**src/rtl/sram_raster_reader_if.sv**
```systemverilog
// Bundle of the sram_raster_reader control, SRAM read port and pixel stream signals.
// master: the reader; slave: the SRAM plus the stream consumer and controller.
interface sram_raster_reader_if #(
  parameter int unsigned PIXEL_DEPTH = 8,
  parameter int unsigned X_MAX       = 200,
  parameter int unsigned Y_MAX       = 200
);
  localparam int unsigned AW_X = $clog2(X_MAX) + 1;
  localparam int unsigned AW_Y = $clog2(Y_MAX) + 1;

  logic                   start;
  logic [AW_X-1:0]        img_w;
  logic [AW_Y-1:0]        img_h;
  logic                   busy;
  logic                   done;
  logic [AW_X-1:0]        x_addr;
  logic [AW_Y-1:0]        y_addr;
  logic                   ren;
  logic [PIXEL_DEPTH-1:0] rdat;
  logic [PIXEL_DEPTH-1:0] pix_data;
  logic [AW_X-1:0]        pix_x;
  logic [AW_Y-1:0]        pix_y;
  logic                   pix_sof;
  logic                   pix_eol;
  logic                   pix_eof;
  logic                   pix_valid;
  logic                   pix_ready;

  modport master (
    input  start, img_w, img_h, rdat, pix_ready,
    output busy, done, x_addr, y_addr, ren,
           pix_data, pix_x, pix_y, pix_sof, pix_eol, pix_eof, pix_valid
  );

  modport slave (
    output start, img_w, img_h, rdat, pix_ready,
    input  busy, done, x_addr, y_addr, ren,
           pix_data, pix_x, pix_y, pix_sof, pix_eol, pix_eof, pix_valid
  );
endinterface

```
**src/rtl/sram_raster_reader.sv**
```systemverilog
// Raster-order read master for sram_image with a credit-tracked output FIFO.
// Define SRAM_READ_LAT2_EN for a registered-output SRAM (READ_LAT = 2, DEPTH = 3).
module sram_raster_reader #(
  parameter int unsigned PIXEL_DEPTH = 8,
  parameter int unsigned X_MAX       = 200,
  parameter int unsigned Y_MAX       = 200
) (
  input  logic                 clk,
  input  logic                 n_rst,
  sram_raster_reader_if.master bus
);
  localparam int unsigned AW_X = $clog2(X_MAX) + 1;
  localparam int unsigned AW_Y = $clog2(Y_MAX) + 1;
`ifdef SRAM_READ_LAT2_EN
  localparam int unsigned READ_LAT = 2;
  localparam int unsigned DEPTH    = 3;
`else
  localparam int unsigned READ_LAT = 1;
  localparam int unsigned DEPTH    = 2;
`endif
  localparam int unsigned CW = $clog2(DEPTH + 1);
  localparam int unsigned PW = $clog2(DEPTH);

  typedef struct packed {
    logic            vld;
    logic [AW_X-1:0] x;
    logic [AW_Y-1:0] y;
    logic            sof;
    logic            eol;
    logic            eof;
  } tag_t;

  typedef struct packed {
    logic [PIXEL_DEPTH-1:0] data;
    logic [AW_X-1:0]        x;
    logic [AW_Y-1:0]        y;
    logic                   sof;
    logic                   eol;
    logic                   eof;
  } pix_t;

  typedef enum logic [1:0] {StIdle, StIssue, StDrain, StFin} state_e;

  state_e          state_q, state_d;
  logic [AW_X-1:0] w_q, w_d, x_q, x_d;
  logic [AW_Y-1:0] h_q, h_d, y_q, y_d;
  tag_t            pipe_q [READ_LAT];
  pix_t            fifo_q [DEPTH];
  logic [PW-1:0]   rd_ptr_q, wr_idx;
  logic [CW-1:0]   count_q, inflight;
  logic [CW:0]     occ, wsum;
  logic [AW_X-1:0] w_clamp;
  logic [AW_Y-1:0] h_clamp;
  logic            push, pop, issue, x_last, y_last, drain_done;
  tag_t            tag_in;
  pix_t            head;

  always_comb begin
    inflight = '0;
    for (int i = 0; i < READ_LAT; i++) inflight = inflight + CW'(pipe_q[i].vld);
  end

  assign pop  = (count_q != '0) && bus.pix_ready;
  assign push = pipe_q[READ_LAT-1].vld;
  // A pop this cycle frees its slot immediately, which keeps one pixel per cycle.
  assign occ  = (CW+1)'(count_q) + (CW+1)'(inflight) - (CW+1)'(pop);

  assign issue  = (state_q == StIssue) && (occ < (CW+1)'(DEPTH));
  assign x_last = (x_q == w_q - 1'b1);
  assign y_last = (y_q == h_q - 1'b1);

  assign w_clamp = (bus.img_w > AW_X'(X_MAX)) ? AW_X'(X_MAX) : bus.img_w;
  assign h_clamp = (bus.img_h > AW_Y'(Y_MAX)) ? AW_Y'(Y_MAX) : bus.img_h;

  assign drain_done = (inflight == '0) &&
                      ((count_q == '0) || ((count_q == CW'(1)) && pop));

  always_comb begin
    state_d = state_q;
    w_d     = w_q;
    h_d     = h_q;
    x_d     = x_q;
    y_d     = y_q;
    unique case (state_q)
      StIdle: begin
        if (bus.start) begin
          w_d     = w_clamp;
          h_d     = h_clamp;
          x_d     = '0;
          y_d     = '0;
          state_d = ((w_clamp == '0) || (h_clamp == '0)) ? StFin : StIssue;
        end
      end
      StIssue: begin
        if (issue) begin
          if (x_last && y_last) begin
            state_d = StDrain;
          end else if (x_last) begin
            x_d = '0;
            y_d = y_q + 1'b1;
          end else begin
            x_d = x_q + 1'b1;
          end
        end
      end
      StDrain: if (drain_done) state_d = StFin;
      StFin:   state_d = StIdle;
      default: state_d = StIdle;
    endcase
  end

  always_comb begin
    tag_in     = '0;
    tag_in.vld = issue;
    tag_in.x   = x_q;
    tag_in.y   = y_q;
    tag_in.sof = (x_q == '0) && (y_q == '0);
    tag_in.eol = x_last;
    tag_in.eof = x_last && y_last;
  end

  always_comb begin
    wsum   = (CW+1)'(rd_ptr_q) + (CW+1)'(count_q);
    wr_idx = (wsum >= (CW+1)'(DEPTH)) ? PW'(wsum - (CW+1)'(DEPTH)) : PW'(wsum);
  end

  always_ff @(posedge clk or negedge n_rst) begin
    if (!n_rst) begin
      state_q <= StIdle;
      w_q     <= '0;
      h_q     <= '0;
      x_q     <= '0;
      y_q     <= '0;
    end else begin
      state_q <= state_d;
      w_q     <= w_d;
      h_q     <= h_d;
      x_q     <= x_d;
      y_q     <= y_d;
    end
  end

  // Coordinate and sideband travel alongside the read so they meet rdat at capture.
  always_ff @(posedge clk or negedge n_rst) begin
    if (!n_rst) begin
      for (int i = 0; i < READ_LAT; i++) pipe_q[i] <= '0;
    end else begin
      pipe_q[0] <= tag_in;
      for (int i = 1; i < READ_LAT; i++) pipe_q[i] <= pipe_q[i-1];
    end
  end

  always_ff @(posedge clk or negedge n_rst) begin
    if (!n_rst) begin
      for (int i = 0; i < DEPTH; i++) fifo_q[i] <= '0;
      rd_ptr_q <= '0;
      count_q  <= '0;
    end else begin
      if (push) begin
        fifo_q[wr_idx] <= '{data: bus.rdat, x: pipe_q[READ_LAT-1].x, y: pipe_q[READ_LAT-1].y,
                            sof: pipe_q[READ_LAT-1].sof, eol: pipe_q[READ_LAT-1].eol,
                            eof: pipe_q[READ_LAT-1].eof};
      end
      if (pop) rd_ptr_q <= (rd_ptr_q == PW'(DEPTH - 1)) ? '0 : rd_ptr_q + 1'b1;
      count_q <= count_q + CW'(push) - CW'(pop);
    end
  end

  assign head = fifo_q[rd_ptr_q];

  assign bus.busy      = (state_q != StIdle);
  assign bus.done      = (state_q == StFin);
  assign bus.ren       = issue;
  assign bus.x_addr    = x_q;
  assign bus.y_addr    = y_q;
  assign bus.pix_valid = (count_q != '0);
  assign bus.pix_data  = head.data;
  assign bus.pix_x     = head.x;
  assign bus.pix_y     = head.y;
  assign bus.pix_sof   = head.sof;
  assign bus.pix_eol   = head.eol;
  assign bus.pix_eof   = head.eof;
endmodule

```
**src/flat_wrapper.sv**
```systemverilog
// flat-port wrapper written by rule: the top's interface ports become plain ports
module sram_raster_reader_flat 
#(
  parameter int unsigned PIXEL_DEPTH = 8,
  parameter int unsigned X_MAX       = 200,
  parameter int unsigned Y_MAX       = 200
)
  (clk, n_rst, bus_start, bus_img_w, bus_img_h, bus_rdat, bus_pix_ready, bus_busy, bus_done, bus_x_addr, bus_y_addr, bus_ren, bus_pix_data, bus_pix_x, bus_pix_y, bus_pix_sof, bus_pix_eol, bus_pix_eof, bus_pix_valid);
  sram_raster_reader_if #(.PIXEL_DEPTH(PIXEL_DEPTH), .X_MAX(X_MAX), .Y_MAX(Y_MAX)) bus_i ();
  input  logic clk;
  input  logic n_rst;
  input wire logic [$bits(bus_i.start)-1:0] bus_start;
  input wire logic [$bits(bus_i.img_w)-1:0] bus_img_w;
  input wire logic [$bits(bus_i.img_h)-1:0] bus_img_h;
  input wire logic [$bits(bus_i.rdat)-1:0] bus_rdat;
  input wire logic [$bits(bus_i.pix_ready)-1:0] bus_pix_ready;
  output wire logic [$bits(bus_i.busy)-1:0] bus_busy;
  output wire logic [$bits(bus_i.done)-1:0] bus_done;
  output wire logic [$bits(bus_i.x_addr)-1:0] bus_x_addr;
  output wire logic [$bits(bus_i.y_addr)-1:0] bus_y_addr;
  output wire logic [$bits(bus_i.ren)-1:0] bus_ren;
  output wire logic [$bits(bus_i.pix_data)-1:0] bus_pix_data;
  output wire logic [$bits(bus_i.pix_x)-1:0] bus_pix_x;
  output wire logic [$bits(bus_i.pix_y)-1:0] bus_pix_y;
  output wire logic [$bits(bus_i.pix_sof)-1:0] bus_pix_sof;
  output wire logic [$bits(bus_i.pix_eol)-1:0] bus_pix_eol;
  output wire logic [$bits(bus_i.pix_eof)-1:0] bus_pix_eof;
  output wire logic [$bits(bus_i.pix_valid)-1:0] bus_pix_valid;
  assign bus_i.start = bus_start;
  assign bus_i.img_w = bus_img_w;
  assign bus_i.img_h = bus_img_h;
  assign bus_i.rdat = bus_rdat;
  assign bus_i.pix_ready = bus_pix_ready;
  assign bus_busy = bus_i.busy;
  assign bus_done = bus_i.done;
  assign bus_x_addr = bus_i.x_addr;
  assign bus_y_addr = bus_i.y_addr;
  assign bus_ren = bus_i.ren;
  assign bus_pix_data = bus_i.pix_data;
  assign bus_pix_x = bus_i.pix_x;
  assign bus_pix_y = bus_i.pix_y;
  assign bus_pix_sof = bus_i.pix_sof;
  assign bus_pix_eol = bus_i.pix_eol;
  assign bus_pix_eof = bus_i.pix_eof;
  assign bus_pix_valid = bus_i.pix_valid;
  sram_raster_reader #(.PIXEL_DEPTH(PIXEL_DEPTH), .X_MAX(X_MAX), .Y_MAX(Y_MAX)) u_core (.clk(clk), .n_rst(n_rst), .bus(bus_i));
endmodule
```
**config.mk**
```make
export PLATFORM = sky130hd
export DESIGN_NAME = sram_raster_reader_flat
export DESIGN_NICKNAME = d
export VERILOG_FILES = /design/src/rtl/sram_raster_reader_if.sv /design/src/rtl/sram_raster_reader.sv /design/src/flat_wrapper.sv
export SDC_FILE = /design/constraint.sdc
export NUM_CORES = 1
export LEC_CHECK = 0
export BUFFER_PORTS_ARGS = -buffer_cell sky130_fd_sc_hd__buf_4
export CAP_MARGIN = 40
export CORE_ASPECT_RATIO = 2
export CORE_MARGIN = 3
export CORE_UTILIZATION = 33
export CTS_CLUSTER_SIZE = 8
export DETAILED_ROUTE_END_ITERATION = 12
export PLACE_DENSITY_LB_ADDON = 0.25
export SLEW_MARGIN = 10
export SYNTH_ARGS = -nofsm -noshare
export SYNTH_HDL_FRONTEND = slang
export SYNTH_SLANG_ARGS = --single-unit
export TNS_END_PERCENT = 100
```
**constraint.sdc**
```tcl
create_clock -name clk -period 3.58 [get_ports clk]
set_clock_uncertainty 0.1 [all_clocks]
set_input_delay 0.537 -clock clk [delete_from_list [all_inputs] [get_ports clk]]
set_output_delay 0.537 -clock clk [all_outputs]
set_load 0.005 [all_outputs]
```
==> metrics <==
Setup TNS=0 ps; Max Cap Viol=0; postcts setup bufs=0; DRC viols=0; VDD IR max=0.275 mV; LEAKAGE=3.49 nW; vias=4197; Least-Margin Pin Slew=796 ps; first-pass GRT wire length=23000 um; commonest non-fill, non-tap cell in the layout=dfrtp_1; ys async rst share=1.00; post-route ant nets=0; Seq. cell area=0.00303 mm2; IO buf count=80; layout cells sized above 1=0.369; worst min path class=input port to asynchronous set/reset pin; switching part of the total=0.328; clock root buffer=clkbuf_16; startpoint types=flip-flop; DIE AREA=0.0201 mm2; Hold Buf Count CTS=0; total CTS buffers=17; worst r2r src=u_core.count_q[1]$_DFF_PN0_; I/O pin total=81; largest net degree at the start of global routing=67; CP Max Fanout=3; CP Data Required Time=2940 ps; initial drt markers=213; Clk pwr share=0.329; Cells after Synth=518; synth top area cells=dfrtp_1 (50%), mux2_2 (16%), ha_1 (2.7%); CTS sink count=121; Post-synth EDFFs=0; wire length per cell=17.2 um; vias in the first global route=4546; DR pass1 iterations=4; area leader, netlist=dfrtp_1; Antenna Cells=0; GRT Overall Usage=0.149; Detailed Route WL=13900 um; Placed Cells=780; Seq pwr share=0.335; std cell rows=69; footprint of the multi-input gates=0.00272 mm2; Tcrit/Tclk final=0.922; FF+latch count, synth=121; min cycle time layout=3300 ps; initial antenna violation count=0; unique cell type count in the Yosys netlist=62; die height=198 um; CTS tree=done; Congestion Overflow GR=0; syn avg cell area=11.7 um2; final-report hold violation count=0; fin cells=812; Die W=102 um; Pint=0.00386 W; Core ar.=0.0179 mm2; htree depth=4; R2R depth=13; critical path type=flip-flop to output pin; most frequent cells in the layout=dfrtp_1 (121), mux2_2 (87), buf_4 (85); Final Max Slew Viols=0; Area Overhead vs Synth=22.6%; clk_lat worst skew=410 ps; Initial Util=0.339; sequential element share of the synthesized area=0.500; CP Data Arrival Time=2660 ps; predominant post-synthesis flop cell=dfrtp_1; final-report setup violation count=0; Critical path origin=u_core.count_q[1]$_DFF_PN0_; PwrDens=774 mW/mm2; nets=630; Mapped Nets=562; CTS max path bufs=2; max_slew headroom=0.470; fmax=0.303 GHz; Synthesis Warnings=0; routability congestion estimate=0.821; Critical Path End Type=output pin; clock slew at reported path FFs=60 ps; area of the mapped netlist=0.00606 mm2; routed vias/inst=5.17; Combinational Power Share=0.335; switching pwr=0.00188 W; Synth top area share=0.500; HPWL after DPL=10100 um; outcome=finished, final reports clean; Layout fillers=1691; RSZ-0062 raised after global routing=no
-- state kept, by name, summed over array words and instances, names as in the netlist --
signal,cells
u_core.rd_ptr_q,1
u_core.h_q,9
u_core.w_q,9
u_core.state_q,2
u_core.bus.x_addr,9
u_core.pipe_q,21
u_core.push,1
u_core.bus.y_addr,9
u_core.fifo_q,58
u_core.count_q,2
-- synthesized netlist by cell type, drive strengths merged, types with 9 or more instances --
cell and instances:
nand2 19, or3 12, ha 13, mux2 87, clkbuf 11, inv 24
a21oi 23, xor2 9, buf 26, a22o 10, xnor2 11, o21ai 20
nor3 12, dfrtp 121, nor2 20
-- final cells by class --
| cell class | count | share of cell area |
|---|---|---|
| Tap cell | 213 | 0.0359 |
| Sequential cell | 121 | 0.408 |
| Clock inverter | 13 | 0.0291 |
| Multi-Input combinational cell | 336 | 0.367 |
| Timing Repair Buffer | 86 | 0.0886 |
| Inverter | 24 | 0.0121 |
| Clock buffer | 19 | 0.0596 |
-- worst paths after layout --
check	end	slack, ps
min reg2reg	u_core.fifo_q[31]$_DFFE_PN0P_	400
max	bus_ren	280
min in group clk	u_core.w_q[4]$_DFFE_PN0P_	250
min	u_core.h_q[8]$_DFFE_PN0P_	100
max in group asynchronous	u_core.bus.x_addr[1]$_DFFE_PN0P_	2490
max reg2reg	u_core.bus.y_addr[5]$_DFFE_PN0P_	350
-- through the flow --
step / util / area [um2] / hold WS [ps] / total power [W] / worst slack [ps]
floorplan: - / 6060 / 141 / 0.00328 / 703
global placement: 0.378 / 6760 / 381 / 0.00380 / 276
detailed placement: 0.378 / 6760 / 387 / 0.00390 / 198
CTS: 0.415 / 7420 / 125 / 0.00582 / 237
global route: 0.416 / 7430 / 152 / 0.00613 / 73.8
finish: 0.416 / 7430 / 97.7 / 0.00575 / 279
-- routing by layer --
metal | global-route usage | wire length (um)
met5 | 0 | 0
met4 | 0.0646 | 295
met3 | 0.0332 | 423
met2 | 0.283 | 8190
met1 | 0.151 | 5020
-- worst max-delay path, cell delays in order (launching register included) --
cell	delay, ps
dfrtp_1	410
inv_1	100
nand2_1	70
and2_1	190
ha_1	280
inv_1	40
ha_1	190
fa_1	410
xnor2_1	180
nor2_1	70
and2_1	170
buf_4	140
-- what timing repair did --
item                       4_1_cts  5_1_grt
gates resized for setup          0        1
setup endpoints to repair        0        6
hold endpoints to repair         0        0
-- kinds of logic after synthesis --
group / count (synthesis) / share of synthesized area
adder cells (fa/ha/maj): 14 / 0.0302
AO/OA/AOI/OAI: 90 / 0.103
AND/OR/NAND/NOR: 123 / 0.121
multiplexers: 89 / 0.165
XOR/XNOR: 20 / 0.0289
buffers and inverters: 61 / 0.0517
flip-flops: 121 / 0.500
-- power groups by stage --
stage                     combinational [W]  sequential [W]  clock, W
after detailed placement            0.00195         0.00195         0
final                               0.00193         0.00193   0.00189
after global placement              0.00188         0.00192         0
after floorplan                     0.00143         0.00184         0
after CTS                           0.00196         0.00193   0.00193
after global routing                0.00215         0.00197   0.00200
No activity file was read; power rests on OpenSTA's default activity.
